### config.mk
export PLATFORM = sky130hd
export DESIGN_NAME = vga_timing_gen
export DESIGN_NICKNAME = d
export VERILOG_FILES = /design/src/rtl/vga_timing_gen.sv
export SDC_FILE = /design/constraint.sdc
export NUM_CORES = 1
export LEC_CHECK = 0
export ABC_AREA = 1
export CORE_MARGIN = 2
export CORE_UTILIZATION = 52
export DETAILED_ROUTE_END_ITERATION = 7
export PLACE_DENSITY = 0.87
export SETUP_SLACK_MARGIN = 0.3
export SYNTH_ARGS = -nofsm -noshare
export SYNTH_HDL_FRONTEND = slang
export SYNTH_SLANG_ARGS = --single-unit
### constraint.sdc
create_clock -name clk -period 2.1 [get_ports clk]
set_clock_uncertainty 0.2 [all_clocks]
set_input_delay 0.42 -clock clk [delete_from_list [all_inputs] [get_ports clk]]
set_output_delay 0.42 -clock clk [all_outputs]
set_load 0.005 [all_outputs]
### src/rtl/vga_timing_gen.sv
// Parametrised VGA timing generator driven by a pixel clock-enable divider,
// with graceful start/stop, line/frame pulses and a completed-frame counter.
module vga_timing_gen #(
    parameter int unsigned H_ACTIVE  = 640,
    parameter int unsigned H_FP      = 16,
    parameter int unsigned H_SYNC    = 96,
    parameter int unsigned H_BP      = 48,
    parameter int unsigned V_ACTIVE  = 480,
    parameter int unsigned V_FP      = 10,
    parameter int unsigned V_SYNC    = 2,
    parameter int unsigned V_BP      = 33,
    parameter int unsigned CLK_DIV   = 4,
    parameter bit          HSYNC_POL = 1'b0,
    parameter bit          VSYNC_POL = 1'b0,
    parameter int unsigned CW        = 10,
    parameter int unsigned FC_W      = 8
) (
    input  logic            clk,
    input  logic            rst,
    input  logic            en,
    output logic            pix_ce,
    output logic [CW-1:0]   h_cnt,
    output logic [CW-1:0]   v_cnt,
    output logic            valid,
    output logic            hsync,
    output logic            vsync,
    output logic            line_start,
    output logic            frame_start,
    output logic [FC_W-1:0] frame_cnt,
    output logic            busy
);
    localparam int unsigned H_TOTAL = H_ACTIVE + H_FP + H_SYNC + H_BP;
    localparam int unsigned V_TOTAL = V_ACTIVE + V_FP + V_SYNC + V_BP;
    localparam int unsigned DIV_W   = (CLK_DIV > 1) ? $clog2(CLK_DIV) : 1;

    localparam logic [DIV_W-1:0] DIV_LAST = DIV_W'(CLK_DIV - 1);
    localparam logic [CW-1:0]    H_LAST   = CW'(H_TOTAL - 1);
    localparam logic [CW-1:0]    V_LAST   = CW'(V_TOTAL - 1);
    // Region bounds carry one extra bit so a zero back porch cannot overflow CW.
    localparam logic [CW:0]      H_ACT_E  = (CW+1)'(H_ACTIVE);
    localparam logic [CW:0]      HS_B     = (CW+1)'(H_ACTIVE + H_FP);
    localparam logic [CW:0]      HS_E     = (CW+1)'(H_ACTIVE + H_FP + H_SYNC);
    localparam logic [CW:0]      V_ACT_E  = (CW+1)'(V_ACTIVE);
    localparam logic [CW:0]      VS_B     = (CW+1)'(V_ACTIVE + V_FP);
    localparam logic [CW:0]      VS_E     = (CW+1)'(V_ACTIVE + V_FP + V_SYNC);

    typedef enum logic [1:0] {S_IDLE, S_RUN, S_DRAIN} state_t;

    state_t            r_state;
    logic [DIV_W-1:0]  r_div;
    logic [CW-1:0]     r_h;
    logic [CW-1:0]     r_v;
    logic              r_valid;
    logic              r_hs;
    logic              r_vs;
    logic              r_ls;
    logic              r_fs;
    logic [FC_W-1:0]   r_fc;

    state_t            w_state_nxt;
    logic              w_run_nxt;
    logic              w_pix_ce;
    logic              w_h_end;
    logic              w_v_end;
    logic              w_frame_wrap;
    logic [CW-1:0]     w_h_nxt;
    logic [CW-1:0]     w_v_nxt;
    logic [DIV_W-1:0]  w_div_nxt;

    always_comb begin
        w_pix_ce     = (r_state != S_IDLE) && (r_div == DIV_LAST);
        w_h_end      = (r_h == H_LAST);
        w_v_end      = (r_v == V_LAST);
        w_frame_wrap = w_pix_ce && w_h_end && w_v_end;

        w_state_nxt = r_state;
        case (r_state)
            S_IDLE:  w_state_nxt = en ? S_RUN : S_IDLE;
            S_RUN:   w_state_nxt = en ? S_RUN : S_DRAIN;
            S_DRAIN: w_state_nxt = en ? S_RUN : (w_frame_wrap ? S_IDLE : S_DRAIN);
            default: w_state_nxt = S_IDLE;
        endcase
        w_run_nxt = (w_state_nxt != S_IDLE);

        w_h_nxt = r_h;
        w_v_nxt = r_v;
        if (!w_run_nxt) begin
            w_h_nxt = '0;
            w_v_nxt = '0;
        end else if (w_pix_ce) begin
            w_h_nxt = w_h_end ? '0 : r_h + 1'b1;
            if (w_h_end)
                w_v_nxt = w_v_end ? '0 : r_v + 1'b1;
        end

        // The entry cycle from IDLE always starts a fresh pixel period.
        if (!w_run_nxt || r_state == S_IDLE || r_div == DIV_LAST)
            w_div_nxt = '0;
        else
            w_div_nxt = r_div + 1'b1;
    end

    always_ff @(posedge clk) begin
        if (rst) begin
            r_state <= S_IDLE;
            r_div   <= '0;
            r_h     <= '0;
            r_v     <= '0;
            r_valid <= 1'b0;
            r_hs    <= ~HSYNC_POL;
            r_vs    <= ~VSYNC_POL;
            r_ls    <= 1'b0;
            r_fs    <= 1'b0;
            r_fc    <= '0;
        end else begin
            r_state <= w_state_nxt;
            r_div   <= w_div_nxt;
            r_h     <= w_h_nxt;
            r_v     <= w_v_nxt;
            // Decoded from next counter values so they align with h_cnt/v_cnt.
            r_valid <= w_run_nxt && ({1'b0, w_h_nxt} < H_ACT_E) && ({1'b0, w_v_nxt} < V_ACT_E);
            r_hs    <= (w_run_nxt && ({1'b0, w_h_nxt} >= HS_B) && ({1'b0, w_h_nxt} < HS_E))
                       ? HSYNC_POL : ~HSYNC_POL;
            r_vs    <= (w_run_nxt && ({1'b0, w_v_nxt} >= VS_B) && ({1'b0, w_v_nxt} < VS_E))
                       ? VSYNC_POL : ~VSYNC_POL;
            r_ls    <= w_run_nxt && ((r_state == S_IDLE) || (w_pix_ce && w_h_end));
            r_fs    <= w_run_nxt && ((r_state == S_IDLE) || w_frame_wrap);
            if (w_frame_wrap)
                r_fc <= r_fc + 1'b1;
        end
    end

    assign pix_ce      = w_pix_ce;
    assign h_cnt       = r_h;
    assign v_cnt       = r_v;
    assign valid       = r_valid;
    assign hsync       = r_hs;
    assign vsync       = r_vs;
    assign line_start  = r_ls;
    assign frame_start = r_fs;
    assign frame_cnt   = r_fc;
    assign busy        = (r_state != S_IDLE);

endmodule

==> results of run 1 <==
==> area by class of cell <==
class / instances / area [µm²] / share of cell area
inverters: 44 / 180 / 0.0535
well taps: 50 / 62.6 / 0.0186
multi-input cells: 219 / 1510 / 0.449
clock buffers: 8 / 80.1 / 0.0238
repair inverters: 1 / 8.76 / 0.00260
repair buffers: 75 / 709 / 0.211
flip-flops and latches: 37 / 816 / 0.242
==> worst max-delay path by stage <==
stage            end  slack [ns]  depth (start not counted)
4_1_cts        valid        0.12                         13
6_report       hsync       -0.13                         13
2_1_floorplan  vsync        0.27                         10
3_5_place_dp   vsync      -0.007                          7
3_3_place_gp   vsync        0.04                          7
5_1_grt        hsync       -0.18                         12
==> Yosys cell counts (all sizes together) <==
| cell | number | area (µm²) |
|---|---|---|
| nand3b | 3 | 35.0 |
| nor3 | 9 | 60.1 |
| xor2 | 7 | 61.3 |
| o31ai | 1 | 7.51 |
| o311ai | 1 | 16.3 |
| o21bai | 2 | 15.0 |
| nor2 | 63 | 303 |
| ha | 5 | 62.6 |
| clkbuf | 1 | 3.75 |
| and3 | 2 | 12.5 |
| buf | 2 | 10.0 |
| o21ai | 10 | 50.0 |
| nand2 | 73 | 312 |
| a21oi | 12 | 60.1 |
| dfxtp | 37 | 741 |
| clkinv | 1 | 5.00 |
| inv | 43 | 161 |
| nand4 | 8 | 56.3 |
| nor3b | 2 | 15.0 |
| o211ai | 1 | 7.51 |
| a21o | 1 | 7.51 |
| nand3 | 19 | 110 |
==> per-layer routing <==
layer,GRT usage,wire length [µm],up-vias,share of wire
li1,-,-,1123,-
met5,0,0,-,0
met2,0.487,3870,169,0.49
met3,0.0617,704,53,0.090
met1,0.342,2920,1151,0.37
met4,0.115,359,0,0.046
==> power by group <==
group / switching [mW] / internal [mW] / total [mW]
Sequential: 0.00724 / 0.691 / 0.699
Clock: 0.260 / 0.236 / 0.496
Combinational: 0.0696 / 0.0441 / 0.114
==> worst register-to-register path, stage by stage, from the launching register on <==
cell and delay [ns]:
sky130_fd_sc_hd__dfxtp_2 0.36, sky130_fd_sc_hd__ha_4 0.16, sky130_fd_sc_hd__inv_4 0.05, sky130_fd_sc_hd__nor2_4 0.10, sky130_fd_sc_hd__buf_6 0.15, sky130_fd_sc_hd__nand2_4 0.08, sky130_fd_sc_hd__buf_4 0.15, sky130_fd_sc_hd__buf_4 0.12
sky130_fd_sc_hd__xor2_1 0.17, sky130_fd_sc_hd__inv_1 0.13, sky130_fd_sc_hd__nand2_1 0.16, sky130_fd_sc_hd__nor2_4 0.06, sky130_fd_sc_hd__nor2_1 0.10, sky130_fd_sc_hd__nand3b_1 0.11
==> repair_timing <==
| action | 4_1_cts | 5_1_grt |
|---|---|---|
| setup buffers | 15 | 12 |
| gates cloned | 1 | 0 |
| setup endpoints to repair | 54 | 61 |
| pin swaps | 20 | 19 |
| gates resized for setup | 51 | 99 |
==> through the flow <==
| step | hold WS [ns] | power [mW] | TNS, ns | instance area, µm² | instances |
|---|---|---|---|---|---|
| 2_1_floorplan | 0.198 | 0.767 | 0 | 2150 | 303 |
| 3_3_place_gp | 0.206 | 0.799 | 0 | 2650 | 398 |
| 3_5_place_dp | 0.211 | 0.801 | -0.0127 | 2650 | 398 |
| 4_1_cts | 0.236 | 1.28 | 0 | 2980 | 422 |
| 5_1_grt | 0.242 | 1.34 | -0.665 | 3370 | 434 |
| 6_report | 0.237 | 1.31 | -0.208 | 3370 | 434 |
==> placed cells by master, fill, tap and decap left out, types with 3 or more instances in the layout <==
master / instances
sky130_fd_sc_hd__dfxtp_4: 14
sky130_fd_sc_hd__inv_2: 4
sky130_fd_sc_hd__nor2_4: 13
sky130_fd_sc_hd__nor2_1: 36
sky130_fd_sc_hd__nand3_2: 5
sky130_fd_sc_hd__inv_1: 35
sky130_fd_sc_hd__nand2_4: 11
sky130_fd_sc_hd__o21ai_2: 3
sky130_fd_sc_hd__nand2_2: 7
sky130_fd_sc_hd__nor3_1: 4
sky130_fd_sc_hd__nand3_1: 13
sky130_fd_sc_hd__inv_4: 4
sky130_fd_sc_hd__nand4_1: 7
sky130_fd_sc_hd__dlymetal6s2s_1: 13
sky130_fd_sc_hd__dlygate4sd2_1: 3
sky130_fd_sc_hd__nand2_1: 53
sky130_fd_sc_hd__o21ai_1: 3
sky130_fd_sc_hd__ha_4: 3
sky130_fd_sc_hd__o21ai_0: 4
sky130_fd_sc_hd__clkbuf_1: 3
sky130_fd_sc_hd__dfxtp_2: 18
sky130_fd_sc_hd__xor2_1: 6
sky130_fd_sc_hd__clkdlybuf4s50_1: 20
sky130_fd_sc_hd__a21oi_2: 3
sky130_fd_sc_hd__clkbuf_8: 5
sky130_fd_sc_hd__dfxtp_1: 5
sky130_fd_sc_hd__buf_6: 8
sky130_fd_sc_hd__buf_4: 30
sky130_fd_sc_hd__a21oi_1: 9
sky130_fd_sc_hd__nor2_2: 13
sky130_fd_sc_hd__nor3_2: 3
==> cell families (layout without fill, tap and decap cells) <==
logic type	Yosys count	after routing	share of synthesized area
buf+inv	47	128	0.0853
fa+ha+maj	5	5	0.0296
simple gates	179	179	0.428
xor+xnor	7	7	0.0290
compound gates	28	28	0.0776
flops	37	37	0.351
==> sequential cells by signal, summed over array words and instances (netlist names) <==
| name | flops |
|---|---|
| frame_cnt | 8 |
| frame_start | 1 |
| h_cnt | 10 |
| hsync | 1 |
| line_start | 1 |
| r_div | 2 |
| r_state | 2 |
| v_cnt | 10 |
| valid | 1 |
| vsync | 1 |
==> results.txt, run 1 <==
The clock buffer count from CTS came out at 5. The die area came out at 0.00459 mm². The flow ran to the end, but the final reports show violations. The number of global-route vias before repair came to 2184. The power density over the cells came out at 388 mW/mm². The initial antenna violation count was 0. The total number of clock tree sinks is 37. The clock transition time at the flip-flop clock pins of the worst setup and hold paths is 0.08 ns. The sum of net half-perimeters after detailed placement came out at 3.94 mm. The sequential area share after synthesis is 0.351. The routed wirelength normalized by instance count is 18.1 µm. The slew at the pin with the worst max-slew slack is 0.442 ns.

The number of hold buffers added after CTS was 0. The die width came out at 67.7 µm. The wire length of the first global-routing pass came out at 9.77 mm.

The critical path starts at r_div[1]. The final antenna-violating net count is 0. Grouping stages by cell kind, the critical path spends the most delay in buffers and inverters. 0 antenna diodes ended up in the layout. The number of synthesis warnings is 0. The H-tree depth came out at 2. The later pin in the worst-skew pair is clocked with a latency of 0.30 ns. Subtracting the final worst setup slack from the clock period gives 2.23 ns.

Timing analysis after detailed placement gives a worst setup slack of -0.00735 ns. The maximum root-to-sink buffer count came out at 2. The count of unresolved DRC violations after routing is 0. The mean area per synthesized cell came out at 6.97 µm². The worst register-to-register path begins at r_div[1].

The part of the cycle the worst path needs is 1.06. In this design, the stage delay of the slowest critical-path cell is 0.36 ns. The path with the worst hold slack has its endpoint at r_div[0]. The share of post-route cells with drive strength above 1 came out at 0.417. The detailed router finished its first iteration with 287 violations.

The maximum number of pins on one net before global-route repair is 11. The final reports fail on negative setup slack. The startpoint identified for the worst hold timing path is r_div[0]. Setup repair after global routing could not meet its margin everywhere.

Counting instances, the worst hold path has a depth of 1. The area growth from synthesis to layout came out at 59.5%. The worst setup path is captured at a register.

For the worst setup path, the data required time is 2.08 ns. The via count is 2496. The tree is rooted in a sky130_fd_sc_hd__clkbuf_8. By startpoint and endpoint, the worst setup path is classified as reg -> reg.

STA classifies the critical path startpoint as a register. The number of failing setup endpoints in the final timing report is 4. The number of buffers and inverters on the critical path is 5.

The maximum achievable frequency came out at 0.449 GHz. The I/O pin count came out at 38. The final count of hold timing violations came out at 0. TritonCTS built the clock tree. After synthesis, the netlist uses 33 different library cells.

Counting the fill cells in the layout gives 189. The slack of the worst reg-to-reg path came out at -0.13 ns. The initial utilization of the core area, before any placement, comes to 0.536. The class of the tightest hold or removal check is reg -> reg.

In this run the worst path has a maximum fanout of 5. For this run, the detailed router's first-pass iteration total came to 6. The height of the chip is 67.7 µm. The final worst setup slack is -0.126 ns. The wire length reported by the detailed router is 7.85 mm. The post-synthesis cell count came out at 303. The register bit total from synthesis came out at 37. The via density per instance came out at 5.75. For this design, the slowest cell found on the critical path is sky130_fd_sc_hd__dfxtp_2. The number of pins with negative max-slew slack in the final report is 0. The worst path arrival time came out at 2.20 ns. The endpoint identified for the worst register-to-register timing path is hsync. In this run the tightest slew margin relative to its limit is 0.704. The mapped cell area came out at 0.00211 mm².

The core area came out at 0.00394 mm². Measured in cells, the most critical reg-to-reg path has a length of 13. The number of buffers added on ports came out at 37.

Traced cell by cell, the critical path runs through ha_4 > inv_4 > nor2_4 > buf_6 > nand2_4 > buf_4 > buf_4 > xor2_1 > inv_1 > nand2_1 > nor2_4 > nor2_1 > nand3b_1. The post-synth net total is 311. The peak ir drop on the vdd network came out at 354 µV. The total congestion overflow after global routing came out at 0. Row generation in the floorplan step produced 23 rows. After the last flow step, the layout net total stands at 391. The overall fraction of global-route tracks in use is 0.284. The leakage power is 1.66 nW. The final core utilization is 0.855. The number of maximum-capacitance violations is 0.

At the end of routability-driven placement, the weighted congestion stood at 0.848.
Power figures use the tool's default switching activity.
==> inputs of run 2 (changes only) <==
--- a/config.mk
+++ b/config.mk
@@ -6,10 +6,11 @@
 export NUM_CORES = 1
 export LEC_CHECK = 0
 export ABC_AREA = 1
+export CAP_MARGIN = 30
 export CORE_MARGIN = 2
-export CORE_UTILIZATION = 52
+export CORE_UTILIZATION = 44
 export DETAILED_ROUTE_END_ITERATION = 7
-export PLACE_DENSITY = 0.87
+export PLACE_DENSITY = 0.77
 export SETUP_SLACK_MARGIN = 0.3
 export SYNTH_ARGS = -nofsm -noshare
 export SYNTH_HDL_FRONTEND = slang
==> run 2 against run 1 <==
  * The flow still finishes with violations (negative setup slack)
  * Largest power group unchanged
  * Global-route usage is 5.2 points lower
  * Cell count up 3.9%
  * Sequential power decreased by 1%
  * Critical path type unchanged
  * Utilization is 12 points lower
  * Register-to-register slack better by 0.099 ns
==> results.txt, run 2 (synthesis results as in run 1) <==
The number of pins with negative max-slew slack in the final report was 0 (unchanged). In this run the worst setup path begins at h_cnt[1]. The H-tree depth is 2 (unchanged).

The via density per instance came to 5.39 (-6.2%). The part of the cycle the worst path needs came out at 1.01 (-0.0474). The routed wirelength normalized by instance count was 15.4 µm (-15%).

The slew at the pin with the worst max-slew slack came to 0.392 ns (-0.0495 ns). The power density over the cells is 427 mW/mm² (+10%). The depth of the worst register-to-register path came out at 13 (unchanged). Leaving out fill and tap cells, the most frequent cells in the layout are sky130_fd_sc_hd__nand2_1 (54), sky130_fd_sc_hd__nor2_1 (46), sky130_fd_sc_hd__buf_4 (41). The most critical setup path has its endpoint at vsync.

The count of nets after finishing is 404 (+3.3%). The cell depth of the worst hold path came out at 1 (unchanged). The non-filler instance count after layout is 451 (+3.9%). The total number of clock tree sinks is 37 (unchanged). The cell area after layout came to 0.00342 mm² (+1.6%). The final core utilization is 0.734 (-0.120). The leakage power came out at 1.84 nW (+11%). The overall fraction of global-route tracks in use is 0.232 (-0.0524). The maximum number of pins on one net before global-route repair is 12 (+1). The overall power is 1.46 mW (+12%). The peak ir drop on the vdd network is 394 µV (+11%). The final worst setup slack came to -0.0268 ns (+0.0995 ns). In this run the worst hold path is classified as reg -> reg.

The slack of the worst reg-to-reg path came out at -0.03 ns (+0.10 ns). The core area is 0.00466 mm² (+18%). The required time of the critical path is 2.14 ns (+0.06 ns). The die area came out at 0.00537 mm² (+17%). The number of inserted diodes is 0 (unchanged). The count of unresolved DRC violations after routing came out at 0 (unchanged).

The initial core utilization is 0.453 (-0.0825). The type of the setup path with the least slack is reg -> reg. The flow ran to the end, but the final reports show violations. The final antenna-violating net count was 0 (unchanged). The root buffer cell chosen for the clock tree is sky130_fd_sc_hd__clkbuf_8. The number of maximum-capacitance violations came out at 0 (unchanged). The origin of the critical flop-to-flop path is h_cnt[1].

The clock transition time at the flip-flop clock pins of the worst setup and hold paths came out at 0.08 ns (about the same). The worst register-to-register path ends at vsync. The maximum root-to-sink buffer count is 2 (unchanged). The wire length reported by the detailed router is 6.93 mm (-12%).

The number of buffers added on ports is 37 (unchanged). The total congestion overflow after global routing is 0 (unchanged). The number of detailed-routing iterations run before antenna repair is 5 (-1). The worst setup path is launched from a register. The final count of hold timing violations is 0 (unchanged). Setup repair after global routing could not meet its margin everywhere. The initial antenna violation count came to 0 (unchanged). The die width is 73.3 µm (+8.2%). The height of the chip is 73.3 µm (+8.2%). STA classifies the critical path endpoint as a register. The number of failing setup endpoints in the final timing report is 1 (-3). The combined flip-flop and latch cell area came out at 830 µm² (+1.7%). The wire length of the first global-routing pass came out at 9.45 mm (-3.3%). The headroom to the max-slew limit was 0.737 (+0.0332). The placer's final routability congestion estimate came out at 0.852 (+0.45%). The clock buffer count from CTS came out at 5 (unchanged). From synthesis to final layout, the design area changed by 62.1%. The number of global-route vias before repair is 2090 (-4.3%). The shortest period the worst path allows came out at 2.13 ns (-0.0995 ns). The placement-stage cell area is 0.00267 mm² (+0.75%). The DRC marker count from the first detailed-route iteration is 158 (-45%).

The worst path arrival time is 2.17 ns (-0.03 ns). The total of fill cells in the finished design was 303 (+60%). The I/O pin count is 38 (unchanged).

The CTS tree is done. The share of post-route cells with drive strength above 1 is 0.398 (-0.0187). The via count is 2433 (-2.5%). The sum of net half-perimeters after detailed placement came to 3.87 mm (-1.8%). The largest fanout on the critical path is 7 (+2). The checks that failed: negative setup slack.

The maximum achievable frequency came out at 0.470 GHz (+4.7%). The area of the multi-input gates is 0.00140 mm² (-7.4%). Leaving out fill and tap cells, the most frequent cell in the layout is sky130_fd_sc_hd__nand2_1. The source-to-sink clock delay at the later pin of the worst-skew pair came to 0.30 ns (about the same). The instance count after placement with tap cells included came out at 404 (+1.5%).

The total number of placement rows is 25 (+8.7%).
==> run 2: changes by cell type in the layout (fill, tap and decap cells not counted), moves of 4 or more <==
cell,previous run,this run
sky130_fd_sc_hd__buf_4,30,41
sky130_fd_sc_hd__clkdlybuf4s50_1,20,11
sky130_fd_sc_hd__dfxtp_2,18,11
sky130_fd_sc_hd__dfxtp_4,14,20
sky130_fd_sc_hd__dlygate4sd2_1,3,7
sky130_fd_sc_hd__dlymetal6s2s_1,13,18
sky130_fd_sc_hd__inv_2,4,8
sky130_fd_sc_hd__nor2_1,36,46
sky130_fd_sc_hd__nor2_2,13,8
sky130_fd_sc_hd__nor2_4,13,8
==> run 2: repair_timing <==
item                                    CTS  global route
endpoints found under the setup margin   60            57
resized for setup                        66            68
pin swaps                                14            18
setup buffers                            22            17
hold buffers                              0             0
==> run 2: how the worst min path moves through the flow <==
stage | start | endpoint | slack [ns]
floorplan | r_div[0] | r_div[0] | 0.20
global placement | r_div[0] | r_div[0] | 0.21
detailed placement | r_div[0] | r_div[0] | 0.22
CTS | r_div[0] | r_div[0] | 0.24
global route | r_div[0] | r_div[0] | 0.25
finish | r_div[0] | r_div[0] | 0.23
==> run 2: report_power, final <==
part	internal, mW	switching [mW]
logic	0.0569	0.0628
registers	0.683	0.00621
clock network	0.387	0.266
total	1.13	0.335
==> run 2: layout make-up <==
| type | instances | share of cell area |
|---|---|---|
| sequential | 37 | 0.242 |
| clock inverter | 1 | 0.00877 |
| clock buffer | 7 | 0.0252 |
| tap | 54 | 0.0197 |
| timing repair buffer | 89 | 0.244 |
| inverter | 44 | 0.0512 |
| multi-input combinational | 219 | 0.409 |
==> run 2: metrics by stage <==
stage / setup slack, ns / setup TNS [ns] / hold slack [ns]
floorplan: 0.273 / 0 / 0.198
global placement: 0.0379 / 0 / 0.206
detailed placement: -0.00551 / -0.00838 / 0.216
CTS: 0.128 / 0 / 0.239
global route: -0.127 / -0.933 / 0.252
finish: -0.0268 / -0.0268 / 0.234
==> run 2: critical path, cell delays in order, from the launching register on <==
cell and delay [ns]:
sky130_fd_sc_hd__dfxtp_4 0.37, sky130_fd_sc_hd__ha_4 0.15, sky130_fd_sc_hd__nand2_4 0.05, sky130_fd_sc_hd__nor2_4 0.19, sky130_fd_sc_hd__nand3_2 0.13, sky130_fd_sc_hd__nor2_4 0.20
sky130_fd_sc_hd__nand3_2 0.12, sky130_fd_sc_hd__nand2_2 0.10, sky130_fd_sc_hd__nand2_4 0.10, sky130_fd_sc_hd__buf_4 0.15, sky130_fd_sc_hd__buf_6 0.11, sky130_fd_sc_hd__nand3b_1 0.08
sky130_fd_sc_hd__nor2_1 0.06, sky130_fd_sc_hd__nand3_1 0.06
==> run 2: routing by layer <==
layer  global-route usage  share of wire
met5                    0              0
met4               0.0658          0.025
met3               0.0480          0.064
met2                0.393           0.50
met1                0.296           0.41
